## config.mk

```make
export PLATFORM = sky130hd
export DESIGN_NAME = frame_slot_sched
export DESIGN_NICKNAME = d
export VERILOG_FILES = /design/src/rtl/frame_buffer_pkg.sv /design/src/rtl/frame_slot_sched.sv
export SDC_FILE = /design/constraint.sdc
export NUM_CORES = 1
export LEC_CHECK = 0
export CORE_ASPECT_RATIO = 1.75
export CORE_UTILIZATION = 49
export CTS_CLUSTER_SIZE = 10
export DETAILED_ROUTE_END_ITERATION = 8
export PLACE_DENSITY = 0.86
export SKIP_LAST_GASP = 1
export SYNTH_ARGS = -nofsm -noshare
export SYNTH_HDL_FRONTEND = slang
export SYNTH_SLANG_ARGS = --single-unit
```

## constraint.sdc

```tcl
create_clock -name clk_i -period 5.04 [get_ports clk_i]
set_input_delay 1.008 -clock clk_i [delete_from_list [all_inputs] [get_ports clk_i]]
set_output_delay 1.008 -clock clk_i [all_outputs]
set_load 0.01 [all_outputs]
```

## src/rtl/frame_buffer_pkg.sv

```systemverilog
// ============================================================================
// Module      : frame_buffer_pkg
// Description : Shared slot-state type and slot base-address helper.
// Revision    : 1.0
// ============================================================================
`default_nettype none

package frame_buffer_pkg;

    typedef enum logic [1:0] {
        SLOT_FREE    = 2'd0,
        SLOT_WRITING = 2'd1,
        SLOT_READY   = 2'd2,
        SLOT_READING = 2'd3
    } slot_state_t;

    // Callers truncate to their own address width, giving modulo wrap-around.
    function automatic logic [63:0] slot_addr(input logic [63:0] base,
                                              input logic [63:0] stride,
                                              input logic [63:0] idx);
        return base + idx * stride;
    endfunction

endpackage

`default_nettype wire

```

## src/rtl/frame_slot_sched.sv

```systemverilog
// ============================================================================
// Module      : frame_slot_sched
// Description : Frame-buffer slot scheduler between one writer and one reader.
// Revision    : 1.0
// ============================================================================
`default_nettype none

module frame_slot_sched
    import frame_buffer_pkg::*;
#(
    parameter logic [63:0] START_ADDR      = 64'd0,
    parameter int          FRAMES_AMOUNT   = 3,
    parameter logic [63:0] BYTES_PER_FRAME = 64'd4147200,
    parameter int          ADDR_WIDTH      = 32,
    parameter int          DROP_CNT_WIDTH  = 16
) (
    input  logic                      clk_i,
    input  logic                      rst_n_i,
    input  logic                      wr_req_i,
    input  logic                      wr_done_i,
    input  logic                      wr_abort_i,
    output logic                      wr_gnt_o,
    output logic [ADDR_WIDTH-1:0]     wr_addr_o,
    input  logic                      rd_req_i,
    output logic                      rd_gnt_o,
    output logic [ADDR_WIDTH-1:0]     rd_addr_o,
    output logic                      rd_new_o,
    output logic                      rd_valid_o,
    output logic [DROP_CNT_WIDTH-1:0] drop_cnt_o
);

    localparam int IDX_W = (FRAMES_AMOUNT > 1) ? $clog2(FRAMES_AMOUNT) : 1;
    localparam logic [ADDR_WIDTH-1:0] C_START = ADDR_WIDTH'(START_ADDR);

    typedef slot_state_t [FRAMES_AMOUNT-1:0] slot_vec_t;

    function automatic logic [FRAMES_AMOUNT-1:0] match_mask(input slot_vec_t   slots,
                                                            input slot_state_t st);
        logic [FRAMES_AMOUNT-1:0] m;
        m = '0;
        for (int i = 0; i < FRAMES_AMOUNT; i++) begin
            m[i] = (slots[i] == st);
        end
        return m;
    endfunction

    function automatic logic [IDX_W-1:0] lowest_free(input slot_vec_t slots);
        logic [IDX_W-1:0] idx;
        idx = '0;
        for (int i = FRAMES_AMOUNT - 1; i >= 0; i--) begin
            if (slots[i] == SLOT_FREE) begin
                idx = IDX_W'(i);
            end
        end
        return idx;
    endfunction

    function automatic logic [ADDR_WIDTH-1:0] slot_base(input logic [IDX_W-1:0] idx);
        return ADDR_WIDTH'(slot_addr(START_ADDR, BYTES_PER_FRAME, 64'(idx)));
    endfunction

    slot_vec_t                 r_slots;
    logic                      r_wr_gnt;
    logic [ADDR_WIDTH-1:0]     r_wr_addr;
    logic                      r_rd_gnt;
    logic [ADDR_WIDTH-1:0]     r_rd_addr;
    logic                      r_rd_new;
    logic                      r_rd_valid;
    logic [DROP_CNT_WIDTH-1:0] r_drop_cnt;

    slot_vec_t                 w_slots;
    logic                      w_drop_inc;
    logic                      w_wr_gnt;
    logic [IDX_W-1:0]          w_wr_idx;
    logic [IDX_W-1:0]          w_rd_idx;
    logic                      w_rd_new;
    logic                      w_rd_valid;
    logic                      w_has_writing;
    logic                      w_has_free;
    logic                      w_has_ready;
    logic                      w_has_reading;

    // Events resolve in order: done/abort, then write request, then read request.
    always_comb begin
        w_slots       = r_slots;
        w_drop_inc    = 1'b0;
        w_wr_gnt      = 1'b0;
        w_wr_idx      = '0;
        w_rd_idx      = '0;
        w_rd_new      = 1'b0;
        w_rd_valid    = 1'b0;
        w_has_writing = |match_mask(r_slots, SLOT_WRITING);

        if (wr_done_i && w_has_writing) begin
            for (int i = 0; i < FRAMES_AMOUNT; i++) begin
                if (r_slots[i] == SLOT_READY) begin
                    w_slots[i] = SLOT_FREE;
                    w_drop_inc = 1'b1;
                end else if (r_slots[i] == SLOT_WRITING) begin
                    w_slots[i] = SLOT_READY;
                end
            end
        end else if (wr_abort_i && w_has_writing) begin
            for (int i = 0; i < FRAMES_AMOUNT; i++) begin
                if (r_slots[i] == SLOT_WRITING) begin
                    w_slots[i] = SLOT_FREE;
                end
            end
        end

        if (wr_req_i) begin
            for (int i = 0; i < FRAMES_AMOUNT; i++) begin
                if (w_slots[i] == SLOT_WRITING) begin
                    w_slots[i] = SLOT_FREE;
                end
            end
        end
        w_has_free = |match_mask(w_slots, SLOT_FREE);
        if (wr_req_i && w_has_free) begin
            w_wr_idx          = lowest_free(w_slots);
            w_slots[w_wr_idx] = SLOT_WRITING;
            w_wr_gnt          = 1'b1;
        end

        w_has_ready   = |match_mask(w_slots, SLOT_READY);
        w_has_reading = |match_mask(w_slots, SLOT_READING);
        if (rd_req_i) begin
            if (w_has_ready) begin
                for (int i = 0; i < FRAMES_AMOUNT; i++) begin
                    if (w_slots[i] == SLOT_READING) begin
                        w_slots[i] = SLOT_FREE;
                    end else if (w_slots[i] == SLOT_READY) begin
                        w_slots[i] = SLOT_READING;
                        w_rd_idx   = IDX_W'(i);
                    end
                end
                w_rd_new   = 1'b1;
                w_rd_valid = 1'b1;
            end else if (w_has_reading) begin
                for (int i = 0; i < FRAMES_AMOUNT; i++) begin
                    if (w_slots[i] == SLOT_READING) begin
                        w_rd_idx = IDX_W'(i);
                    end
                end
                w_rd_valid = 1'b1;
            end
        end
    end

    always_ff @(posedge clk_i or negedge rst_n_i) begin
        if (!rst_n_i) begin
            for (int i = 0; i < FRAMES_AMOUNT; i++) begin
                r_slots[i] <= SLOT_FREE;
            end
            r_wr_gnt   <= 1'b0;
            r_wr_addr  <= C_START;
            r_rd_gnt   <= 1'b0;
            r_rd_addr  <= C_START;
            r_rd_new   <= 1'b0;
            r_rd_valid <= 1'b0;
            r_drop_cnt <= '0;
        end else begin
            r_slots    <= w_slots;
            r_wr_gnt   <= w_wr_gnt;
            r_rd_gnt   <= rd_req_i;
            r_rd_new   <= w_rd_new;
            r_rd_valid <= w_rd_valid;
            if (w_wr_gnt) begin
                r_wr_addr <= slot_base(w_wr_idx);
            end
            if (rd_req_i) begin
                r_rd_addr <= slot_base(w_rd_idx);
            end
            if (w_drop_inc && (r_drop_cnt != {DROP_CNT_WIDTH{1'b1}})) begin
                r_drop_cnt <= r_drop_cnt + 1'b1;
            end
        end
    end

    assign wr_gnt_o   = r_wr_gnt;
    assign wr_addr_o  = r_wr_addr;
    assign rd_gnt_o   = r_rd_gnt;
    assign rd_addr_o  = r_rd_addr;
    assign rd_new_o   = r_rd_new;
    assign rd_valid_o = r_rd_valid;
    assign drop_cnt_o = r_drop_cnt;

endmodule

`default_nettype wire

```

Word-level counts from Yosys, hierarchy flattened:

Cells that the tools add are included.

* bits in registers: 52
* input bits: 6
* output and inout bits: 84
* word-level logic and storage cells: 96

* add/sub/neg operators: 1
* multipliers: 2
* order comparisons: 2
* equality and inequality tests: 16
* multiplexer cells: 50
* bitwise logic cells: 3
* reductions and logical operators: 12

Operator list (count)
* 2-bit two-way mux: 30
* 6-bit two-way mux: 6
* 2-bit by 11-bit multiplier with 13-bit output, second input constant: 2
* 2-bit == test, second input constant: 9
* 16-bit by 1-bit adder with 16-bit output, second input constant: 1
* 16-bit != test, second input constant: 1
* 1-bit two-way mux: 13
* 2-bit by 1-bit == test with 1-bit output, second input constant: 6
* 3-bit OR reduction: 4
* 2-bit zero test: 3
* 1-bit logical AND: 5
* 2-bit demux with 2-bit select: 1
* 3-bit bitwise AND: 1
* 2-bit by 3-bit less-than comparator with 1-bit output, second input constant: 1
* 3-bit inverter: 1
* 3-bit bitwise OR: 1
* 2-bit by 1-bit >= comparator with 1-bit output, second input constant: 1

Longest topological paths before layout:

Gate-level depths: netlist (run 1).

* depth in word-level cells: 28
* mapped depth: 13
* mapped depth without buffers: 11

Worst setup path after synthesis (run 1):

Ideal clock, no wire load.

* path type: input-to-reg
* start point: input port wr_done_i
* end point: register r_rd_addr[17], in the netlist rd_addr_o[17]
* setup time: 0.125 ns
* data arrival time: 3.214 ns
* data required time: 4.915 ns
* path slack: 1.701 ns
* stages on the path: 12
* buffers on the path: 2
* path through: buf_2 > buf_2 > nor3_1 > o21a_1 > a21oi_1 > ha_1 > inv_1 > nand2_1 > nor2_1 > o311ai_0 > ha_1 > mux2_2

* longest elaborated chain between the ends: 25
* elaborated cells on any way between the ends: 45
* classes of those cells: mul: 1; order compare: 2; eq/ne: 9; mux: 21; bitwise: 3; reduce/logical: 9

RTL lines
* from (decl): line frame_slot_sched.sv:20 `input logic wr_done_i,`
* 1-bit logical AND *: line frame_slot_sched.sv:94 `if (wr_done_i && w_has_writing) begin`
* 6-bit two-way mux *: line frame_slot_sched.sv:94
* 2-bit by 1-bit == test with 1-bit output: line frame_slot_sched.sv:113 `if (w_slots[i] == SLOT_WRITING) begin`
* 2-bit two-way mux: line frame_slot_sched.sv:113
* 6-bit two-way mux *: line frame_slot_sched.sv:111 `if (wr_req_i) begin`
* 2-bit zero test: line frame_slot_sched.sv:42, frame_slot_sched.sv:51
* 2-bit two-way mux (3 in a row): line frame_slot_sched.sv:51 `if (slots[i] == SLOT_FREE) begin`
* 2-bit two-way mux: line frame_slot_sched.sv:119 `if (wr_req_i && w_has_free) begin`
* [7 not listed]
* 2-bit == test: line frame_slot_sched.sv:42, frame_slot_sched.sv:132
* 1-bit two-way mux: line frame_slot_sched.sv:132 `end else if (w_slots[i] == SLOT_READY) begin`
* 1-bit two-way mux: line frame_slot_sched.sv:130 `if (w_slots[i] == SLOT_READING) begin`
* 2-bit two-way mux: line frame_slot_sched.sv:132
* 2-bit two-way mux: line frame_slot_sched.sv:130
* 2-bit two-way mux *: line frame_slot_sched.sv:128 `if (w_has_ready) begin`
* 2-bit two-way mux *: line frame_slot_sched.sv:127 `if (rd_req_i) begin`
* 2-bit by 11-bit multiplier with 13-bit output *: line frame_buffer_pkg.sv:21 `return base + idx * stride;`
* to (signal assigned): line frame_slot_sched.sv:172 `r_rd_addr <= slot_base(w_rd_idx);`
* to (decl): line frame_slot_sched.sv:66 `logic [ADDR_WIDTH-1:0] r_rd_addr;`

Mark *: on every way between the ends. The rest lies on a longest branch, timed or not. The select of a mux whose other input is x is not followed.
A chain may end at the register's enable or synchronous reset.

Final worst setup path (run 1):

Ends and elaborated chain as after synthesis.

==> results of run 1 <==
-- flip-flops by register name (all words and copies together), names as in the netlist --
signal / cells
rd_addr_o: 6
drop_cnt_o: 16
wr_gnt_o: 1
rd_new_o: 1
wr_addr_o: 6
rd_gnt_o: 1
r_slots: 6
rd_valid_o: 1
-- per-layer routing --
metal | track usage | up-vias | share of wire
met2 | 0.357 | 79 | 0.58
met3 | 0.0346 | 9 | 0.053
met4 | 0.0882 | 0 | 0.021
met1 | 0.190 | 927 | 0.35
met5 | 0 | - | 0
li1 | - | 885 | -
-- worst register-to-register path, stage by stage, from the launching register on --
cell	delay (ps)
dfrtp_1	480
nor2b_1	200
o31a_1	340
a21oi_1	240
ha_1	220
inv_1	90
nand2_1	80
nor2_1	50
o311ai_0	710
ha_1	360
mux2_2	260
-- per-stage QoR --
step,utilization,cell area [µm²],hold slack [ps],cells,power [mW]
floorplan,-,2690,516,303,1.08
global placement,0.566,2820,470,346,1.32
detailed placement,0.566,2820,478,346,1.34
CTS,0.585,2910,493,354,1.56
global route,0.585,2910,498,354,1.66
finish,0.585,2910,489,354,1.55
-- placed cells by master (no fill, tap or decap), types with 3 or more instances in the layout --
cell	netlist	routed
clkbuf_8	0	6
nand2_1	12	12
nand3_1	7	7
nor3_1	9	9
o22ai_1	3	3
o21ai_0	8	8
nand4_1	4	4
dfrtp_1	38	38
clkdlybuf4s50_1	0	48
xnor2_1	7	7
inv_1	18	18
mux2_2	4	4
a21oi_1	9	9
ha_1	9	9
nand2b_1	6	6
mux2i_1	5	5
mux2_4	3	3
nor2_1	11	11
xor2_1	7	7
conb_1	1	40
-- area by class of cell --
cell class	instances	share of cell area
well taps	54	0.0232
clock buffers	6	0.0284
repair buffers	49	0.167
multi-input cells	187	0.427
clock inverters	2	0.00430
flip-flops and latches	38	0.327
inverters	18	0.0232
-- logic make-up (layout without fill, tap and decap cells) --
family | Yosys count | count (layout)
AO/OA/AOI/OAI | 45 | 45
buffers and inverters | 78 | 75
other | 1 | 40
XOR/XNOR | 14 | 14
flip-flops | 38 | 38
multiplexers | 13 | 13
AND/OR/NAND/NOR | 66 | 66
adder cells (fa/ha/maj) | 9 | 9
-- where the power goes --
part / internal, mW / switching, mW / leakage (nW)
clock network: 0.110 / 0.109 / 0.0472
logic: 0.396 / 0.423 / 0.808
registers: 0.397 / 0.113 / 0.491
-- final timing paths --
check / slack [ps] / start / depth (start not counted) / to
setup / recovery: 1000 / wr_done_i / 11 / rd_addr_o[17]$_DFFE_PN0P_
hold / removal: 490 / drop_cnt_o[14]$_DFFE_PN0P_ / 1 / drop_cnt_o[14]$_DFFE_PN0P_
setup reg to reg: 1910 / r_slots[4]$_DFF_PN0_ / 10 / rd_addr_o[17]$_DFFE_PN0P_
hold reg to reg: 490 / drop_cnt_o[14]$_DFFE_PN0P_ / 1 / drop_cnt_o[14]$_DFFE_PN0P_
max in group asynchronous: 3690 / rst_n_i / 1 / rd_new_o$_DFF_PN0_
min in group asynchronous: 810 / rst_n_i / 1 / wr_gnt_o$_DFF_PN0_
==> key figures, run 1 <==
Run status
  • Outcome: complete, no violations

GRT
  • GRT Residual Overflow: 0
  • Gr usage total: 0.189
  • Vias in the first global route: 1771
  • Initial antenna violation count: 0
  • Global-route wire length before repair: 8.16 mm
  • Largest net degree at the start of global routing: 39

Logic synthesis
  • Post-Syn Area per Cell: 9.64 µm²
  • Largest family of logic cells by synthesized area: buffers and inverters
  • Synth warn: 0
  • Post-Synthesis Cells: 264
  • EDFF count, synth: 0
  • Count leader, synth: buf_4
  • Distinct cells, synth: between 50 and 60
  • Mux contribution to synthesized area: 0.0595
  • Sequential share of the synthesized area: 0.373
  • Yosys reg bits: 38
  • Largest cells by area after synthesis: dfrtp_1 (37%), buf_4 (16%), ha_1 (4.4%), inv_1 (2.7%), xnor2_1 (2.4%)
  • Synth Area in Compound Gates: 0.131
  • Primary FF master, synth: dfrtp_1
  • Cell Area, Synth: 2550 µm²
  • Top-area cell type share of the netlist area: 0.373
  • Fraction of the mapped netlist area in simple logic gates: 0.147
  • Most common library cells after synthesis: buf_4 (53), dfrtp_1 (38), inv_1 (18)
  • Adder-cell area share of the yosys netlist: 0.0442
  • XOR/XNOR Fraction of Synth Area: 0.0482
  • Async SR Flop Fraction: 1.00
  • Area leader, netlist: dfrtp_1

Route
  • Final WL: 4.97 mm
  • Starting DRT DRC Count: 50
  • DR vias: 1900
  • Antenna Nets Post-Route: 0
  • DR vias/cell: about 5.4
  • WL/cell: between 10 and 15 µm
  • Length of the first detailed-routing pass in iterations: 4
  • DRC Markers: 0

Worst setup path
  • Critical path's top delay family: compound AO/OA/AOI/OAI gates
  • Slowest stage delay, CP: 880 ps
  • Worst Path Max Fanout: 16
  • Slowest CP cell: clkdlybuf4s50_1
  • Setup Crit Path Kind: primary input to flop
  • Critical Path RT: 5220 ps
  • Worst EP arrival: ~4200 ps
  • CP most frequent cell: ha_1
  • Startpoint types: primary input
  • Worst path cell trace: clkdlybuf4s50_1, mux2i_1, o31a_1, a21oi_1, ha_1, inv_1, nand2_1, nor2_1, o311ai_0, ha_1, mux2_2
  • Crit path buf inv count: 2
  • Worst setup EP type: flop

Power and ir drop
  • PD cells: 532 nW/µm²
  • Leak: 1.35 nW
  • Worst vdd ir: 0.000378 V

Clock tree
  • Clock sinks: 38
  • Root Driver: clkbuf_8
  • H-tree depth reported by CTS: 2
  • TritonCTS clock tree: yes
  • Max Buffers Root-to-Sink: 2
  • Clock slew seen by the registers of the worst setup and hold paths: 80 ps
  • Post-CTS sizing: 0
  • Worst-Skew Late Latency: just under 300 ps
  • Number of CTS-inserted buffers: 5
  • Postcts setup bufs: 0
  • Hold buffers post-CTS: 0

Timing
  • Worst-margin pin slew: 851 ps
  • Post-layout min period: between 4000 and 5000 ps
  • Finish-stage setup viols: 0
  • Final Worst Setup Slack: 1000 ps
  • Skew final: ~3.6 ps
  • Slew headroom: 0.425
  • Unrepaired setup endpoints after global routing: no
  • Max Slew Vio Count: 0
  • Final hold violations: 0
  • Fmax: 248 MHz
  • Setup TNS: 0 ps
  • Period utilization: 0.801

Die
  • FP Rows: 34
  • Width of the die: ~56 µm
  • CORE AREA: 4980 µm²
  • Num ports: 90
  • DIE HEIGHT: 97.4 µm
  • Initial Util: 0.512
  • Die ar.: approximately 5500 µm²

Cells and area
  • Multi-input logic area: between 1000 and 1500 µm²
  • FF/Latch Area: approximately 950 µm²
  • Ratio of cells with drive above 1 in the final layout: 0.0900
  • Filler Cells Inserted: around 470
  • ANT cells: 0
  • Nets: 314
  • Area growth from synthesis to layout: 14.3%

Run
  • MaxCap Viol Count: 0

Worst hold path
  • Worst hold path type: flop to flop

Placement
  • IO buf count: 49
  • GP Congestion: between 0.9 and 1
  • Half-perimeter wire length after placement: 3.89 mm
  • Dpl ws: 671 ps
No activity file was read; power rests on OpenSTA's default activity.
==> run 2: changes to the inputs <==
- CORE_UTILIZATION: 49 -> 46
- PLACE_DENSITY: 0.86 -> 0.82
- clock period: 5.04 -> 3.9 ns (I/O delays scaled with it)
==> run 2 against run 1 <==
Clock power rose by 80%. Non-clock buffer count rose by 3. Combinational power rose by 32%. Highest routed layer unchanged. Worst setup slack got worse by 530 ps. Die area rose by 6.3%. Final area rose by 3.1%. Global-route usage fell by 0.81 points. Sequential power rose by 29%. Final cell count rose by 6.5%. First-iteration DRC count fell by 52%. Via count fell by 2.7%.
==> key figures, run 2 (same netlist as run 1, synthesis figures left out) <==
Route
  • DRC Markers: 0
  • Starting DRT DRC Count: 24
  • Final WL: 5.01 mm
  • Antenna Nets Post-Route: 0
  • Length of the first detailed-routing pass in iterations: 4
  • DR vias/cell: 4.90
  • WL/cell: roughly 13 µm
  • DR vias: roughly 1800

Timing
  • Post-layout min period: 3430 ps
  • Period utilization: 0.878
  • Unrepaired setup endpoints after global routing: no
  • Skew final: 13.1 ps
  • Finish-stage setup viols: 0
  • Fmax: 292 MHz
  • Worst-margin pin slew: around 850 ps
  • Final hold violations: 0
  • Slew headroom: 0.431
  • Max Slew Vio Count: 0
  • Setup TNS: 0 ps

Die
  • Die ar.: 5850 µm²
  • DIE HEIGHT: 100 µm
  • Initial Util: 0.481
  • CORE AREA: 5300 µm²
  • Width of the die: 58.2 µm
  • Num ports: 90
  • FP Rows: 35

Clock tree
  • H-tree depth reported by CTS: 2
  • Post-CTS sizing: 0
  • TritonCTS clock tree: yes
  • Max Buffers Root-to-Sink: 2
  • Worst-Skew Late Latency: 290 ps
  • Postcts setup bufs: 0
  • Root Driver: clkbuf_8
  • Number of CTS-inserted buffers: 5
  • Clock slew seen by the registers of the worst setup and hold paths: 80 ps
  • Hold buffers post-CTS: 0
  • Clock sinks: 38

Cells and area
  • Nets: 317
  • Area growth from synthesis to layout: 17.8%
  • Commonest non-fill, non-tap cell in the layout: clkdlybuf4s50_1
  • Max reg flops: 16
  • Most frequent cells in the layout: clkdlybuf4s50_1 (48), conb_1 (40), dfrtp_1 (38), inv_1 (18), nand2_1 (12)
  • Ratio of cells with drive above 1 in the final layout: 0.0990
  • ANT cells: 0

Run status
  • Outcome: complete, no violations

Worst hold path
  • Worst hold path type: flop to flop

Worst setup path
  • Worst EP arrival: 3610 ps
  • Worst Path Max Fanout: 13
  • Slowest CP cell: clkdlybuf4s50_1
  • Slowest stage delay, CP: 760 ps
  • Startpoint types: primary input
  • CP most frequent cell: ha_1
  • Critical Path RT: 4090 ps
  • Worst setup EP type: flop
  • Worst path cell trace: clkdlybuf4s50_1, o21ai_1, a21boi_0, inv_1, o31ai_1, ha_1, nor4b_1, o21ai_0, ha_1, mux2_2
  • Setup Crit Path Kind: primary input to flop

GRT
  • Largest net degree at the start of global routing: 39
  • Gr usage total: 0.181
  • Initial antenna violation count: 0
  • GRT Residual Overflow: 0
  • Vias in the first global route: roughly 1800
  • Global-route wire length before repair: a little over 8 mm

Placement
  • GP Congestion: between 0.9 and 1
  • Half-perimeter wire length after placement: between 3 and 4 mm
  • IO buf count: a little under 50

Run
  • MaxCap Viol Count: 0

Power and ir drop
  • Leak: 1.38 nW
  • Worst vdd ir: 0.000409 V
  • Pwr Total: 2.13 mW
  • PD cells: a little over 700 nW/µm²
==> run 2: cell count changes in the layout (fill, tap and decap cells not counted) <==
cell,delta
buf_4,+3
bufinv_16,+2
clkbuf_8,-1
clkinv_2,-1
clkinv_4,+1
clkinvlp_4,-1
==> run 2: path summary, 6_finish.rpt <==
kind	start	endpoint	slack, ps	cells after the start
max	wr_done_i	rd_addr_o[17]$_DFFE_PN0P_	470	10
min	drop_cnt_o[10]$_DFFE_PN0P_	drop_cnt_o[10]$_DFFE_PN0P_	500	1
max reg2reg	r_slots[2]$_DFF_PN0_	rd_addr_o[17]$_DFFE_PN0P_	1010	10
min reg2reg	drop_cnt_o[10]$_DFFE_PN0P_	drop_cnt_o[10]$_DFFE_PN0P_	500	1
max in group asynchronous	rst_n_i	wr_addr_o[17]$_DFFE_PN0P_	2760	1
min in group asynchronous	rst_n_i	r_slots[3]$_DFF_PN0_	600	1
==> run 2: critical path, delay by kind of cell <==
family,cells,cell delay (ps)
buffers and inverters,2,870
AO/OA/AOI/OAI,4,950
AND/OR/NAND/NOR,1,230
adder cells (fa/ha/maj),2,520
multiplexers,1,250
==> run 2: per-stage QoR <==
stage	hold slack [ps]	instances	worst slack (ps)	util	area (µm²)
after detailed placement	491	369	182	0.540	2860
after floorplan	484	303	789	-	2690
after global placement	483	369	234	0.540	2860
after global routing	513	377	186	0.566	3000
after CTS	506	377	491	0.566	3000
final	496	377	475	0.566	3000
==> run 2: cell type report <==
type,instances,area (µm²)
Fill cell,472,2300
Multi-Input combinational cell,187,1240
Sequential cell,38,951
Timing Repair Buffer,52,508
Tap cell,74,92.6
Clock buffer,5,68.8
Clock inverter,3,68.8
Inverter,18,67.6
==> run 2: metal layers <==
metal  track usage  wire [µm]  part of all wire  up-vias
met4         0.104        156             0.031        0
met1         0.186       1880              0.38      862
met2         0.329       2780              0.55       77
met5             0          0                 0        -
li1              -          -                 -      893
met3        0.0335        195             0.039       16
==> run 2: power breakdown <==
group	switching [mW]	leakage [nW]	total (mW)	internal, mW
Combinational	0.551	0.822	1.08	0.526
Clock	0.139	0.0683	0.395	0.256
Sequential	0.145	0.491	0.658	0.513
Total	0.835	1.38	2.13	1.30
==> run 3: changes to the inputs <==
- CORE_UTILIZATION: 46 -> 49
- PLACE_DENSITY: 0.82 -> 0.94
- clock period: 3.9 -> 4.4 ns (I/O delays scaled with it)
==> run 3 against run 2 <==
Non-clock buffer count is the same. Worst hold slack lost 3.1 ps. Final cell count shrank 5.3%. Wire length grew 6.6%. Critical path depth grew 1. Sequential power shrank 12%. Flip-flop and latch count is the same. Global-route usage grew 2.2 points. Sequential share of layout area grew 0.73 points. Die area shrank 6.0%. Core utilization grew 2.3 points. Clock skew grew 3.5 ps.
==> key figures, run 3 (same netlist as run 1, synthesis figures left out) <==
Clock tree
  • Clock sinks: 38
  • H-tree depth reported by CTS: 2
  • Max Buffers Root-to-Sink: 2
  • Root Driver: clkbuf_8
  • Number of CTS-inserted buffers: 5
  • Clock slew seen by the registers of the worst setup and hold paths: 80 ps
  • Post-CTS sizing: 0
  • Hold buffers post-CTS: 0
  • Postcts setup bufs: 0
  • Worst-Skew Late Latency: 300 ps
  • TritonCTS clock tree: yes

Placement
  • Half-perimeter wire length after placement: 4.10 mm
  • Dpl ws: slightly below 700 ps
  • GP Congestion: roughly 0.96
  • Placed cell area: 2840 µm²
  • IO buf count: 49
  • Placed Cells incl. Taps: around 350

Worst setup path
  • Crit path from: wr_done_i
  • Cells on worst reg2reg path: 10
  • Crit path buf inv count: 3
  • Setup Crit Path Kind: primary input to flop
  • Worst Path Max Fanout: 7
  • CP most frequent cell: ha_1
  • Critical path's top delay family: compound AO/OA/AOI/OAI gates
  • Slowest stage delay, CP: 480 ps
  • Critical Path RT: between 4000 and 5000 ps
  • Worst setup EP type: flop
  • Worst r2r src: r_slots[2]$_DFF_PN0_
  • Slowest CP cell: clkdlybuf4s50_1
  • Worst path cell trace: clkdlybuf4s50_1, buf_4, o21ai_1, a21boi_0, inv_1, o31ai_1, ha_1, nor4b_1, o21ai_0, ha_1, mux2_2
  • CP Depth: 11
  • Worst EP arrival: 3590 ps
  • Startpoint types: primary input

Die
  • Die ar.: 5500 µm²
  • Num ports: 90
  • Initial Util: 0.512
  • Width of the die: approximately 56 µm
  • CORE AREA: 4980 µm²
  • DIE HEIGHT: approximately 100 µm
  • FP Rows: 34

GRT
  • GRT Residual Overflow: 0
  • Met1 usage: 0.208
  • Largest net degree at the start of global routing: 39
  • GRT busiest layer: met2
  • Met3 usage: 0.0320
  • Vias in the first global route: about 1900
  • Met2 usage: 0.373
  • Initial antenna violation count: 0
  • Gr usage total: 0.203
  • Global-route wire length before repair: 8.74 mm

Run status
  • Outcome: complete, no violations

Route
  • Length of the first detailed-routing pass in iterations: 5
  • Antenna Nets Post-Route: 0
  • WL/cell: 15.0 µm
  • DR vias/cell: 5.42
  • Starting DRT DRC Count: ~60
  • Final WL: 5.34 mm
  • DRC Markers: 0
  • DR vias: 1935

Power and ir drop
  • NetSw: 753 µW
  • PD cells: 612 nW/µm²
  • Combinational share of power: 0.534
  • P_int: 1.04 mW
  • Pwr Total: approximately 1.8 mW
  • Sw frac: 0.419
  • Reg power frac: 0.323
  • Clock share of power: 0.143
  • Worst vdd ir: 0.000438 V
  • Leak: 1.36 nW

Cells and area
  • Util after Layout: 0.589
  • Fin area: 2930 µm²
  • Area growth from synthesis to layout: 15.2%
  • Ratio of cells with drive above 1 in the final layout: 0.0990
  • Finished Layout Cells: 357
  • Most frequent cells in the layout: clkdlybuf4s50_1 (48), conb_1 (40), dfrtp_1 (38), inv_1 (18), nand2_1 (12)
  • Max reg flops: 16
  • Multi-input logic area: 1240 µm²
  • FF/Latch Area: 951 µm²
  • Nets: 317
  • ANT cells: 0
  • Commonest non-fill, non-tap cell in the layout: clkdlybuf4s50_1
  • Filler Cells Inserted: approximately 420

Timing
  • Hold WS: 493 ps
  • Final hold violations: 0
  • Post-layout min period: approximately 3400 ps
  • Fmax: between 200 and 300 MHz
  • Worst-margin pin slew: 836 ps
  • Skew final: 16.6 ps
  • Setup TNS: 0 ps
  • Final Worst Setup Slack: around 1000 ps
  • Finish-stage setup viols: 0
  • Slew headroom: 0.443
  • Max Slew Vio Count: 0
  • Period utilization: 0.773
  • Unrepaired setup endpoints after global routing: no

Run
  • MaxCap Viol Count: 0

Worst hold path
  • Hold Crit Depth: 1
  • Worst hold path type: flop to flop
  • Hold Startpoint: drop_cnt_o[10]$_DFFE_PN0P_
run 3: cell types whose count changed in the layout (fill, tap and decap cells not counted):
cell        before  now
clkbuf_8         5    6
clkinvlp_4       0    1
clkinv_2         0    1
clkinv_4         1    0
bufinv_16        2    0
run 3: path summary, 6_finish.rpt:
check / end / slack, ps
min in group asynchronous: wr_gnt_o$_DFF_PN0_ / 670
setup reg to reg: rd_addr_o[17]$_DFFE_PN0P_ / 1450
hold / removal: drop_cnt_o[10]$_DFFE_PN0P_ / 490
hold reg to reg: drop_cnt_o[10]$_DFFE_PN0P_ / 490
max in group asynchronous: drop_cnt_o[2]$_DFFE_PN0P_ / 3190
setup / recovery: rd_addr_o[17]$_DFFE_PN0P_ / 1000
run 3: worst reg2reg max path, cell delays in order, from the launching register on:
cell,delay [ps]
dfrtp_1,510
nor2b_2,280
o21ai_1,110
a21boi_0,310
inv_1,120
o31ai_1,320
ha_1,200
nor4b_1,230
o21ai_0,170
ha_1,330
mux2_2,260
run 3: area by class of cell:
cell class / instances / share of cell area
Multi-Input combinational cell: 187 / 0.424
Sequential cell: 38 / 0.324
Timing Repair Buffer: 52 / 0.173
Clock buffer: 6 / 0.0282
Inverter: 18 / 0.0230
Tap cell: 54 / 0.0230
Clock inverter: 2 / 0.00427
run 3: power by group through the flow:
stage | Sequential (mW) | Clock, mW | Combinational (mW)
2_1_floorplan | 0.573 | 0 | 0.663
3_3_place_gp | 0.582 | 0 | 0.926
3_5_place_dp | 0.584 | 0 | 0.952
4_1_cts | 0.577 | 0.259 | 0.958
5_1_grt | 0.596 | 0.276 | 1.06
6_report | 0.581 | 0.256 | 0.959
run 3: per-layer routing:
layer  wire [µm]  up-vias
li1            -      892
met1        1920      928
met2        3040       94
met3         210       21
met4         177        0
met5           0        -
